### config.mk
export PLATFORM = sky130hd
export DESIGN_NAME = spm_access_arbiter_flat
export DESIGN_NICKNAME = d
export VERILOG_FILES = /design/src/rtl/spm_access_arbiter_if.sv /design/src/rtl/spm_access_arbiter.sv /design/src/flat_wrapper.sv
export SDC_FILE = /design/constraint.sdc
export NUM_CORES = 1
export LEC_CHECK = 0
export CAP_MARGIN = 10
export CORE_AREA = 2 2 132 134
export DETAILED_ROUTE_END_ITERATION = 7
export DIE_AREA = 0 0 134 136
export SYNTH_ARGS = -nofsm -noshare
export SYNTH_HDL_FRONTEND = slang
export SYNTH_SLANG_ARGS = --single-unit
### constraint.sdc
create_clock -name clock -period 3.6 [get_ports clock]
set_clock_uncertainty 0.2 [all_clocks]
set_input_delay 0.36 -clock clock [delete_from_list [all_inputs] [get_ports clock]]
set_output_delay 0.36 -clock clock [all_outputs]
set_load 0.01 [all_outputs]
### src/rtl/spm_access_arbiter_if.sv
// Requester, boot-control and scratchpad signals of the SPM access arbiter.
// slave = arbiter side, master = requesters plus memory.
interface spm_access_arbiter_if #(
  parameter int ADDR_WIDTH     = 32,
  parameter int MEM_ADDR_WIDTH = 32,
  parameter int DATA_WIDTH     = 32
);
  localparam int NB = DATA_WIDTH / 8;

  logic                      a_valid;
  logic                      a_ready;
  logic                      a_write;
  logic [ADDR_WIDTH-1:0]     a_addr;
  logic [DATA_WIDTH-1:0]     a_wdata;
  logic [NB-1:0]             a_mask;
  logic                      a_rsp_valid;
  logic [DATA_WIDTH-1:0]     a_rsp_data;

  logic                      b_valid;
  logic                      b_ready;
  logic                      b_write;
  logic [ADDR_WIDTH-1:0]     b_addr;
  logic [DATA_WIDTH-1:0]     b_wdata;
  logic [NB-1:0]             b_mask;
  logic                      b_rsp_valid;
  logic [DATA_WIDTH-1:0]     b_rsp_data;

  logic                      b_done;
  logic                      boot_active;

  logic [MEM_ADDR_WIDTH-1:0] mem_rdAddress;
  logic [DATA_WIDTH-1:0]     mem_rdData;
  logic [MEM_ADDR_WIDTH-1:0] mem_wrAddress;
  logic [DATA_WIDTH-1:0]     mem_wrData;
  logic [NB-1:0]             mem_wrEnable;

  modport slave (
    input  a_valid, a_write, a_addr, a_wdata, a_mask,
    output a_ready, a_rsp_valid, a_rsp_data,
    input  b_valid, b_write, b_addr, b_wdata, b_mask,
    output b_ready, b_rsp_valid, b_rsp_data,
    input  b_done,
    output boot_active,
    output mem_rdAddress, mem_wrAddress, mem_wrData, mem_wrEnable,
    input  mem_rdData
  );

  modport master (
    output a_valid, a_write, a_addr, a_wdata, a_mask,
    input  a_ready, a_rsp_valid, a_rsp_data,
    output b_valid, b_write, b_addr, b_wdata, b_mask,
    input  b_ready, b_rsp_valid, b_rsp_data,
    output b_done,
    input  boot_active,
    input  mem_rdAddress, mem_wrAddress, mem_wrData, mem_wrEnable,
    output mem_rdData
  );
endinterface

### src/rtl/spm_access_arbiter.sv
// Two-port scratchpad arbiter: B-only during BOOT, round-robin in RUN; one op per cycle,
// response 1 cycle after grant; ready = valid & grant, losers hold their request.
module spm_access_arbiter #(
  parameter int ADDR_WIDTH     = 32,
  parameter int MEM_ADDR_WIDTH = 32,
  parameter int DATA_WIDTH     = 32
) (
  input  logic                 clock,
  input  logic                 reset,
  spm_access_arbiter_if.slave  bus
);
  localparam int NB = DATA_WIDTH / 8;

  typedef enum logic {ST_BOOT = 1'b0, ST_RUN = 1'b1} state_t;

  state_t                    r_state;
  logic                      r_boot_active;
  logic                      r_pri_b;
  logic                      r_a_rsp_vld;
  logic                      r_b_rsp_vld;
  logic                      r_rsp_rd;

  logic                      w_gnt_a;
  logic                      w_gnt_b;
  logic                      w_sel_write;
  logic [MEM_ADDR_WIDTH-1:0] w_a_word;
  logic [MEM_ADDR_WIDTH-1:0] w_b_word;
  logic [MEM_ADDR_WIDTH-1:0] w_sel_word;
  logic [DATA_WIDTH-1:0]     w_sel_wdata;
  logic [NB-1:0]             w_sel_mask;
  logic                      w_a_rsp_vld;
  logic                      w_b_rsp_vld;

  // Byte address to word address; the cast zero-extends or truncates as needed.
  assign w_a_word = MEM_ADDR_WIDTH'(bus.a_addr >> 2);
  assign w_b_word = MEM_ADDR_WIDTH'(bus.b_addr >> 2);

  always_comb begin
    w_gnt_a = 1'b0;
    w_gnt_b = 1'b0;
    if (!reset) begin
      if (r_state == ST_BOOT) begin
        w_gnt_b = bus.b_valid;
      end else if (bus.a_valid && bus.b_valid) begin
        w_gnt_a = !r_pri_b;
        w_gnt_b = r_pri_b;
      end else begin
        w_gnt_a = bus.a_valid;
        w_gnt_b = bus.b_valid;
      end
    end
  end

  assign w_sel_write = w_gnt_a ? bus.a_write : bus.b_write;
  assign w_sel_word  = w_gnt_a ? w_a_word    : w_b_word;
  assign w_sel_wdata = w_gnt_a ? bus.a_wdata : bus.b_wdata;
  assign w_sel_mask  = w_gnt_a ? bus.a_mask  : bus.b_mask;

  always_comb begin
    bus.mem_rdAddress = '0;
    bus.mem_wrAddress = '0;
    bus.mem_wrData    = '0;
    bus.mem_wrEnable  = '0;
    if (w_gnt_a || w_gnt_b) begin
      if (w_sel_write) begin
        bus.mem_wrAddress = w_sel_word;
        bus.mem_wrData    = w_sel_wdata;
        bus.mem_wrEnable  = w_sel_mask;
      end else begin
        bus.mem_rdAddress = w_sel_word;
      end
    end
  end

  assign bus.a_ready = w_gnt_a;
  assign bus.b_ready = w_gnt_b;

  // Response valids are masked during reset so an in-flight response never escapes.
  assign w_a_rsp_vld     = r_a_rsp_vld && !reset;
  assign w_b_rsp_vld     = r_b_rsp_vld && !reset;
  assign bus.a_rsp_valid = w_a_rsp_vld;
  assign bus.b_rsp_valid = w_b_rsp_vld;
  assign bus.a_rsp_data  = (w_a_rsp_vld && r_rsp_rd) ? bus.mem_rdData : '0;
  assign bus.b_rsp_data  = (w_b_rsp_vld && r_rsp_rd) ? bus.mem_rdData : '0;
  assign bus.boot_active = r_boot_active;

  always_ff @(posedge clock) begin
    if (reset) begin
      r_state       <= ST_BOOT;
      r_boot_active <= 1'b1;
      r_pri_b       <= 1'b0;
      r_a_rsp_vld   <= 1'b0;
      r_b_rsp_vld   <= 1'b0;
      r_rsp_rd      <= 1'b0;
    end else begin
      if (r_state == ST_BOOT && bus.b_done) begin
        r_state       <= ST_RUN;
        r_boot_active <= 1'b0;
      end
      // Priority goes to whichever port was not granted last.
      if (w_gnt_a) begin
        r_pri_b <= 1'b1;
      end else if (w_gnt_b) begin
        r_pri_b <= 1'b0;
      end
      r_a_rsp_vld <= w_gnt_a;
      r_b_rsp_vld <= w_gnt_b;
      r_rsp_rd    <= (w_gnt_a || w_gnt_b) && !w_sel_write;
    end
  end
endmodule
### src/flat_wrapper.sv
// flat-port wrapper written by rule: the top's interface ports become plain ports
module spm_access_arbiter_flat 
#(
  parameter int ADDR_WIDTH     = 32,
  parameter int MEM_ADDR_WIDTH = 32,
  parameter int DATA_WIDTH     = 32
)
  (clock, reset, bus_a_valid, bus_a_write, bus_a_addr, bus_a_wdata, bus_a_mask, bus_a_ready, bus_a_rsp_valid, bus_a_rsp_data, bus_b_valid, bus_b_write, bus_b_addr, bus_b_wdata, bus_b_mask, bus_b_ready, bus_b_rsp_valid, bus_b_rsp_data, bus_b_done, bus_boot_active, bus_mem_rdAddress, bus_mem_wrAddress, bus_mem_wrData, bus_mem_wrEnable, bus_mem_rdData);
  spm_access_arbiter_if #(.ADDR_WIDTH(ADDR_WIDTH), .MEM_ADDR_WIDTH(MEM_ADDR_WIDTH), .DATA_WIDTH(DATA_WIDTH)) bus_i ();
  input  logic clock;
  input  logic reset;
  input wire logic [$bits(bus_i.a_valid)-1:0] bus_a_valid;
  input wire logic [$bits(bus_i.a_write)-1:0] bus_a_write;
  input wire logic [$bits(bus_i.a_addr)-1:0] bus_a_addr;
  input wire logic [$bits(bus_i.a_wdata)-1:0] bus_a_wdata;
  input wire logic [$bits(bus_i.a_mask)-1:0] bus_a_mask;
  output wire logic [$bits(bus_i.a_ready)-1:0] bus_a_ready;
  output wire logic [$bits(bus_i.a_rsp_valid)-1:0] bus_a_rsp_valid;
  output wire logic [$bits(bus_i.a_rsp_data)-1:0] bus_a_rsp_data;
  input wire logic [$bits(bus_i.b_valid)-1:0] bus_b_valid;
  input wire logic [$bits(bus_i.b_write)-1:0] bus_b_write;
  input wire logic [$bits(bus_i.b_addr)-1:0] bus_b_addr;
  input wire logic [$bits(bus_i.b_wdata)-1:0] bus_b_wdata;
  input wire logic [$bits(bus_i.b_mask)-1:0] bus_b_mask;
  output wire logic [$bits(bus_i.b_ready)-1:0] bus_b_ready;
  output wire logic [$bits(bus_i.b_rsp_valid)-1:0] bus_b_rsp_valid;
  output wire logic [$bits(bus_i.b_rsp_data)-1:0] bus_b_rsp_data;
  input wire logic [$bits(bus_i.b_done)-1:0] bus_b_done;
  output wire logic [$bits(bus_i.boot_active)-1:0] bus_boot_active;
  output wire logic [$bits(bus_i.mem_rdAddress)-1:0] bus_mem_rdAddress;
  output wire logic [$bits(bus_i.mem_wrAddress)-1:0] bus_mem_wrAddress;
  output wire logic [$bits(bus_i.mem_wrData)-1:0] bus_mem_wrData;
  output wire logic [$bits(bus_i.mem_wrEnable)-1:0] bus_mem_wrEnable;
  input wire logic [$bits(bus_i.mem_rdData)-1:0] bus_mem_rdData;
  assign bus_i.a_valid = bus_a_valid;
  assign bus_i.a_write = bus_a_write;
  assign bus_i.a_addr = bus_a_addr;
  assign bus_i.a_wdata = bus_a_wdata;
  assign bus_i.a_mask = bus_a_mask;
  assign bus_a_ready = bus_i.a_ready;
  assign bus_a_rsp_valid = bus_i.a_rsp_valid;
  assign bus_a_rsp_data = bus_i.a_rsp_data;
  assign bus_i.b_valid = bus_b_valid;
  assign bus_i.b_write = bus_b_write;
  assign bus_i.b_addr = bus_b_addr;
  assign bus_i.b_wdata = bus_b_wdata;
  assign bus_i.b_mask = bus_b_mask;
  assign bus_b_ready = bus_i.b_ready;
  assign bus_b_rsp_valid = bus_i.b_rsp_valid;
  assign bus_b_rsp_data = bus_i.b_rsp_data;
  assign bus_i.b_done = bus_b_done;
  assign bus_boot_active = bus_i.boot_active;
  assign bus_mem_rdAddress = bus_i.mem_rdAddress;
  assign bus_mem_wrAddress = bus_i.mem_wrAddress;
  assign bus_mem_wrData = bus_i.mem_wrData;
  assign bus_mem_wrEnable = bus_i.mem_wrEnable;
  assign bus_i.mem_rdData = bus_mem_rdData;
  spm_access_arbiter #(.ADDR_WIDTH(ADDR_WIDTH), .MEM_ADDR_WIDTH(MEM_ADDR_WIDTH), .DATA_WIDTH(DATA_WIDTH)) u_core (.clock(clock), .reset(reset), .bus(bus_i));
endmodule
; ---- Yosys cells after proc, flatten, opt, wreduce, memory -nomap -nowiden
; Cells that the tools add are included.
[word_totals]
ff_bits = 6
elab_cells = 41
[classes]
n_reduce_logical = 12
bitwise_logic = 1
muxes = 22
[ops]
columns = cell, count
row1 = two-way mux 32 bit, 9
row2 = two-way mux 30 bit, 1
row3 = two-way mux 4 bit, 3
row4 = two-way mux 1 bit, 9
row5 = logical AND 1 bit, 7
row6 = zero test 1 bit, 3
row7 = nonzero test 2 bit, 1
row8 = logical OR 1 bit, 1
row9 = NOT 1 bit, 1

; ---- Longest topological paths before layout
[logic_depth]
depth_word = 7
mapped_depth = 5
mapped_depth_nobuf = 3

; ---- Worst setup path before layout
; Ideal clock, no wire load.
[synth_timing]
path_kind = input -> output
startpoint = input port bus_b_valid
endpoint = output port bus_mem_wrAddress[23]
path_slack_ns = 1.794
cell_stages = 5
n_path_buf = 2
arrival_ns = 1.246
path_cell_list = a21o_2 -> nor3_4 -> buf_6 -> buf_2 -> a22o_1
[synth_between]
elab_chain_cells = 7
elab_cells_between_ends = 12
classes_between = 10 x mux / 2 x reduce/logical
[synth_rtl]
columns = element, line
row1 = "start, declared", flat_wrapper.sv:20  ; input wire logic [$bits(bus_i.b_valid)-1:0] bus_b_valid;
row2 = logical AND 1 bit, spm_access_arbiter.sv:44  ; end else if (bus.a_valid && bus.b_valid) begin
row3 = two-way mux 1 bit, spm_access_arbiter.sv:44
row4 = two-way mux 1 bit, spm_access_arbiter.sv:42  ; if (r_state == ST_BOOT) begin
row5 = two-way mux 1 bit, spm_access_arbiter.sv:41  ; if (!reset) begin
row6 = two-way mux 30 bit / two-way mux 1 bit (equally long branches), "spm_access_arbiter.sv:55, spm_access_arbiter.sv:54"
row7 = two-way mux 32 bit, spm_access_arbiter.sv:65  ; if (w_sel_write) begin
row8 = two-way mux 32 bit *, spm_access_arbiter.sv:64  ; if (w_gnt_a || w_gnt_b) begin
row9 = "end, declared", flat_wrapper.sv:31  ; output wire logic [$bits(bus_i.mem_wrAddress)-1:0] bus_mem_wrAddress;
; Every way passes the cells marked *; elsewhere a longest branch is shown, timed or not.

; ---- Final worst setup path
[layout_timing]
startpoint = input port bus_b_valid
endpoint = output port bus_mem_wrData[16]
[layout_between]
elab_chain_cells = 7
elab_cells_between_ends = 12
classes_between = 10 x mux / 2 x reduce/logical
[layout_rtl]
columns = element, line
row1 = logical AND 1 bit, spm_access_arbiter.sv:44
row2 = two-way mux 1 bit, spm_access_arbiter.sv:44
row3 = two-way mux 1 bit, spm_access_arbiter.sv:42
row4 = two-way mux 1 bit, spm_access_arbiter.sv:41
row5 = two-way mux 32 bit / two-way mux 1 bit (equally long branches), "spm_access_arbiter.sv:56, spm_access_arbiter.sv:54"
row6 = two-way mux 32 bit, spm_access_arbiter.sv:65
row7 = two-way mux 32 bit *, spm_access_arbiter.sv:64
row8 = "end, declared", flat_wrapper.sv:32  ; output wire logic [$bits(bus_i.mem_wrData)-1:0] bus_mem_wrData;
; Marks and branches as above.

==> impl_metrics.prom <==
# TYPE chip_impl_metric gauge
chip_impl_metric{name="post_cts_resize_count",unit=""} 0
chip_impl_metric{name="fmax",unit="MHz"} 332
chip_impl_metric{name="setup_viol_count_final",unit=""} 0
chip_impl_metric{name="cellLeakagePower",unit="nW"} 2.01
chip_impl_info{name="cts_root_buffer",value="sky130_fd_sc_hd__clkbuf_16"} 1
chip_impl_metric{name="share_clk_of_total_power",unit="%"} 26.3
chip_impl_metric{name="chipHeight",unit="um"} 136
chip_impl_info{name="timing.critical_path.to_type",value="primary output"} 1
chip_impl_metric{name="hold_viol",unit=""} 0
chip_impl_metric{name="drt-pass1-iter-count",unit=""} 6
chip_impl_metric{name="initial_core_util",unit="%"} 10.2
chip_impl_info{name="rsz_0062_raised_after_global_routing",value="no"} 1
chip_impl_metric{name="grt_max_degree",unit=""} 66
chip_impl_metric{name="nFillCells",unit=""} 1745
chip_impl_metric{name="htreeDepth",unit=""} 1
chip_impl_metric{name="core_area",unit="mm2"} 0.0169
chip_impl_metric{name="synth.yosys.seq_area_share",unit="%"} 7.01
chip_impl_metric{name="area_of_combinational_cells_with_multiple_inputs",unit="mm2"} 0.00144
chip_impl_metric{name="drc_errors",unit=""} 0
chip_impl_info{name="layout.cells.most_common",value="sky130_fd_sc_hd__clkdlybuf4s50_1"} 1
chip_impl_info{name="worst_setup_path_class",value="input port to primary output"} 1
chip_impl_metric{name="num_antenna_cells",unit=""} 0
chip_impl_metric{name="synth_cells",unit=""} 222
chip_impl_metric{name="wirelength",unit="um"} 11400
chip_impl_metric{name="antenna_found_initial",unit=""} 0
chip_impl_metric{name="gr-usage-all-layers",unit="%"} 10.8
chip_impl_metric{name="layout-area-overhead-vs-synth",unit="%"} 213
chip_impl_metric{name="placementRows",unit=""} 48
chip_impl_metric{name="mappedNetlistArea",unit="mm2"} 0.00171
chip_impl_metric{name="worst-endpoint-required",unit="ps"} 3040
chip_impl_metric{name="drt-vias-per-instance",unit=""} 4.05
chip_impl_metric{name="yosysWarnings",unit=""} 0
chip_impl_metric{name="maxCapViolCount",unit=""} 0
chip_impl_metric{name="setup_tns",unit="ps"} 0
chip_impl_metric{name="design.portCount",unit=""} 344
chip_impl_info{name="critical_path.startpoint",value="bus_b_valid"} 1
chip_impl_metric{name="post_cts_hold_buffer_count",unit=""} 0
chip_impl_metric{name="io_buffer_count",unit=""} 335
chip_impl_metric{name="detailed_place_hpwl",unit="um"} 9410
chip_impl_metric{name="power.switching_fraction",unit="%"} 25.5
chip_impl_metric{name="arrival",unit="ps"} 2450
chip_impl_metric{name="layout-drive-gt1-share",unit="%"} 3.51
chip_impl_metric{name="seq_power_share",unit="%"} 11.1
chip_impl_metric{name="netSwitchingPower",unit="mW"} 0.168
chip_impl_metric{name="power_density",unit="mW/mm2"} 123
chip_impl_metric{name="layout.area.seq",unit="um2"} 120
chip_impl_metric{name="r2r.worst_path.cells",unit=""} 4
chip_impl_metric{name="max-clock-path-buffers",unit=""} 2
chip_impl_metric{name="ir_drop",unit="mV"} 0.0785
chip_impl_metric{name="placedCellCount",unit=""} 763
chip_impl_metric{name="syn_area_per_cell",unit="um2"} 7.72
chip_impl_info{name="outcome",value="completed"} 1
chip_impl_metric{name="final_antenna_net_count",unit=""} 0
chip_impl_info{name="cts_tree",value="yes"} 1
chip_impl_metric{name="tritoncts_num_sinks",unit=""} 6
chip_impl_metric{name="worst_skew_pair.late_latency",unit="ps"} 220
chip_impl_metric{name="die-width",unit="um"} 134
chip_impl_metric{name="num-nets-final",unit=""} 718
chip_impl_info{name="setup.worst_path.end",value="bus_mem_wrData[16]"} 1
chip_impl_metric{name="routabilityCongestion",unit=""} 0.818
chip_impl_metric{name="finish.cell_count_without_fillers",unit=""} 766
chip_impl_metric{name="routedWlPerCell",unit="um"} 14.9
chip_impl_metric{name="grt_overflow",unit=""} 0
chip_impl_metric{name="detail_route.iter0.violations",unit=""} 89
chip_impl_metric{name="fp.dieArea",unit="mm2"} 0.0182
chip_impl_metric{name="path_max_fanout",unit=""} 65
chip_impl_metric{name="internal_power",unit="mW"} 0.492
chip_impl_info{name="r2r-end",value="u_core.r_rsp_rd"} 1
chip_impl_metric{name="fin_crit",unit="ps"} 3010
chip_impl_metric{name="numCtsBuffers",unit=""} 3
chip_impl_metric{name="rrSetupSlack",unit="ps"} 2000
chip_impl_info{name="hold_path.class",value="register to register"} 1
chip_impl_metric{name="cts.repair_timing.setup_buffer_count",unit=""} 0
chip_impl_metric{name="timing.final.max_slew_violations",unit=""} 0
chip_impl_metric{name="number_of_global_route_vias_before_repair",unit=""} 3026
chip_impl_metric{name="pwr-share-comb",unit="%"} 62.6
chip_impl_metric{name="clock_transition_at_the_register_clock_pins_on_the_worst_setup_and_hold_paths_after_cts",unit="ps"} 30
chip_impl_info{name="timing.critical_path.from_type",value="input port"} 1
chip_impl_info{name="layout.cells.most_common_list",value="sky130_fd_sc_hd__clkdlybuf4s50_1 (335), sky130_fd_sc_hd__a22o_1 (96), sky130_fd_sc_hd__and2_1 (64), sky130_fd_sc_hd__nor2_1 (7), sky130_fd_sc_hd__dfxtp_1 (6)"} 1
chip_impl_info{name="crit-reg2reg-launch",value="u_core.r_pri_b"} 1
chip_impl_metric{name="synth.distinct_cells",unit=""} 24
chip_impl_metric{name="synth-seq-cells",unit=""} 6
chip_impl_metric{name="dr_total_vias",unit=""} 3100
chip_impl_metric{name="grt_pass1_wl",unit="um"} 15800
chip_impl_metric{name="finalCritPeriodShare",unit="%"} 83.6
[worst max-delay path, cell delays in order]
cell                              delay [ps]
sky130_fd_sc_hd__clkdlybuf4s50_1         480
sky130_fd_sc_hd__a21o_2                  290
sky130_fd_sc_hd__nor3_4                  180
sky130_fd_sc_hd__buf_12                  290
sky130_fd_sc_hd__a22o_1                  240
sky130_fd_sc_hd__clkdlybuf4s50_1         550
[per-layer routing]
layer | vias up | wire length [um] | GRT usage, %
met5 | - | 0 | 0
met4 | 0 | 124 | 2.13
met3 | 8 | 1100 | 2.65
met2 | 191 | 6090 | 21.8
met1 | 1419 | 4070 | 11.1
li1 | 1482 | - | -
[through the flow]
step | hold WS, ps | area (um2) | utilization [%] | power [mW] | setup slack, ps
4_1_cts | 275 | 5370 | 31.8 | 0.669 | 581
3_3_place_gp | 242 | 5300 | 31.4 | 0.483 | 608
6_report | 269 | 5370 | 31.8 | 0.661 | 590
2_1_floorplan | 232 | 1730 | - | 0.180 | 1790
3_5_place_dp | 268 | 5300 | 31.4 | 0.489 | 584
5_1_grt | 278 | 5370 | 31.8 | 0.693 | 509
[registers in the layout, indices dropped and copies added (netlist names)]
register,cells
u_core.r_rsp_rd,1
u_core.r_a_rsp_vld,1
u_core.bus.boot_active,1
u_core.r_state,1
u_core.r_b_rsp_vld,1
u_core.r_pri_b,1
[cells by family (layout without fill, tap and decap cells)]
logic type	count (synthesis)	count (layout)	synth area share [%]
buffers and inverters	32	348	10.8
AO/OA/AOI/OAI	99	99	50.3
flip-flops	6	6	7.01
AND/OR/NAND/NOR	84	84	31.7
other	1	4	0.219
[final cells by class]
| type | instances | share of cell area (%) |
|---|---|---|
| clock buffers | 3 | 1.40 |
| inverters | 2 | 0.140 |
| multi-input cells | 187 | 26.8 |
| flip-flops and latches | 6 | 2.24 |
| well taps | 225 | 5.24 |
| repair buffers | 343 | 64.2 |
[worst min-delay path by stage]
stage / to / slack, ps / startpoint / cells past startpoint
6_report: u_core.bus.boot_active / 270 / u_core.bus.boot_active / 1
3_3_place_gp: u_core.bus.boot_active / 240 / u_core.bus.boot_active / 1
4_1_cts: u_core.bus.boot_active / 280 / u_core.bus.boot_active / 1
2_1_floorplan: u_core.r_pri_b / 230 / reset / 1
3_5_place_dp: u_core.bus.boot_active / 270 / u_core.bus.boot_active / 1
5_1_grt: u_core.bus.boot_active / 280 / u_core.bus.boot_active / 1
[power groups by stage]
stage | clock (mW) | combinational, mW | sequential [mW]
2_1_floorplan | 0 | 0.106 | 0.0739
3_3_place_gp | 0 | 0.409 | 0.0738
3_5_place_dp | 0 | 0.415 | 0.0741
4_1_cts | 0.178 | 0.417 | 0.0731
5_1_grt | 0.182 | 0.438 | 0.0736
6_report | 0.174 | 0.414 | 0.0731
[Yosys cell counts (all sizes together)]
cell     n  area (um2)
nor2     7        26.3
dfxtp    6         120
nor3     3        31.3
inv      2        7.51
nor3b    1        12.5
and3b    3        30.0
nor2b    2        12.5
nand2b   2        20.0
buf     24         155
and2    64         400
nand2    1        3.75
a22o    96         841
a21o     2        16.3
a21oi    1        5.00
clkbuf   6        22.5
conb     1        3.75
or2      1        6.26
Power figures use the tool's default switching activity.
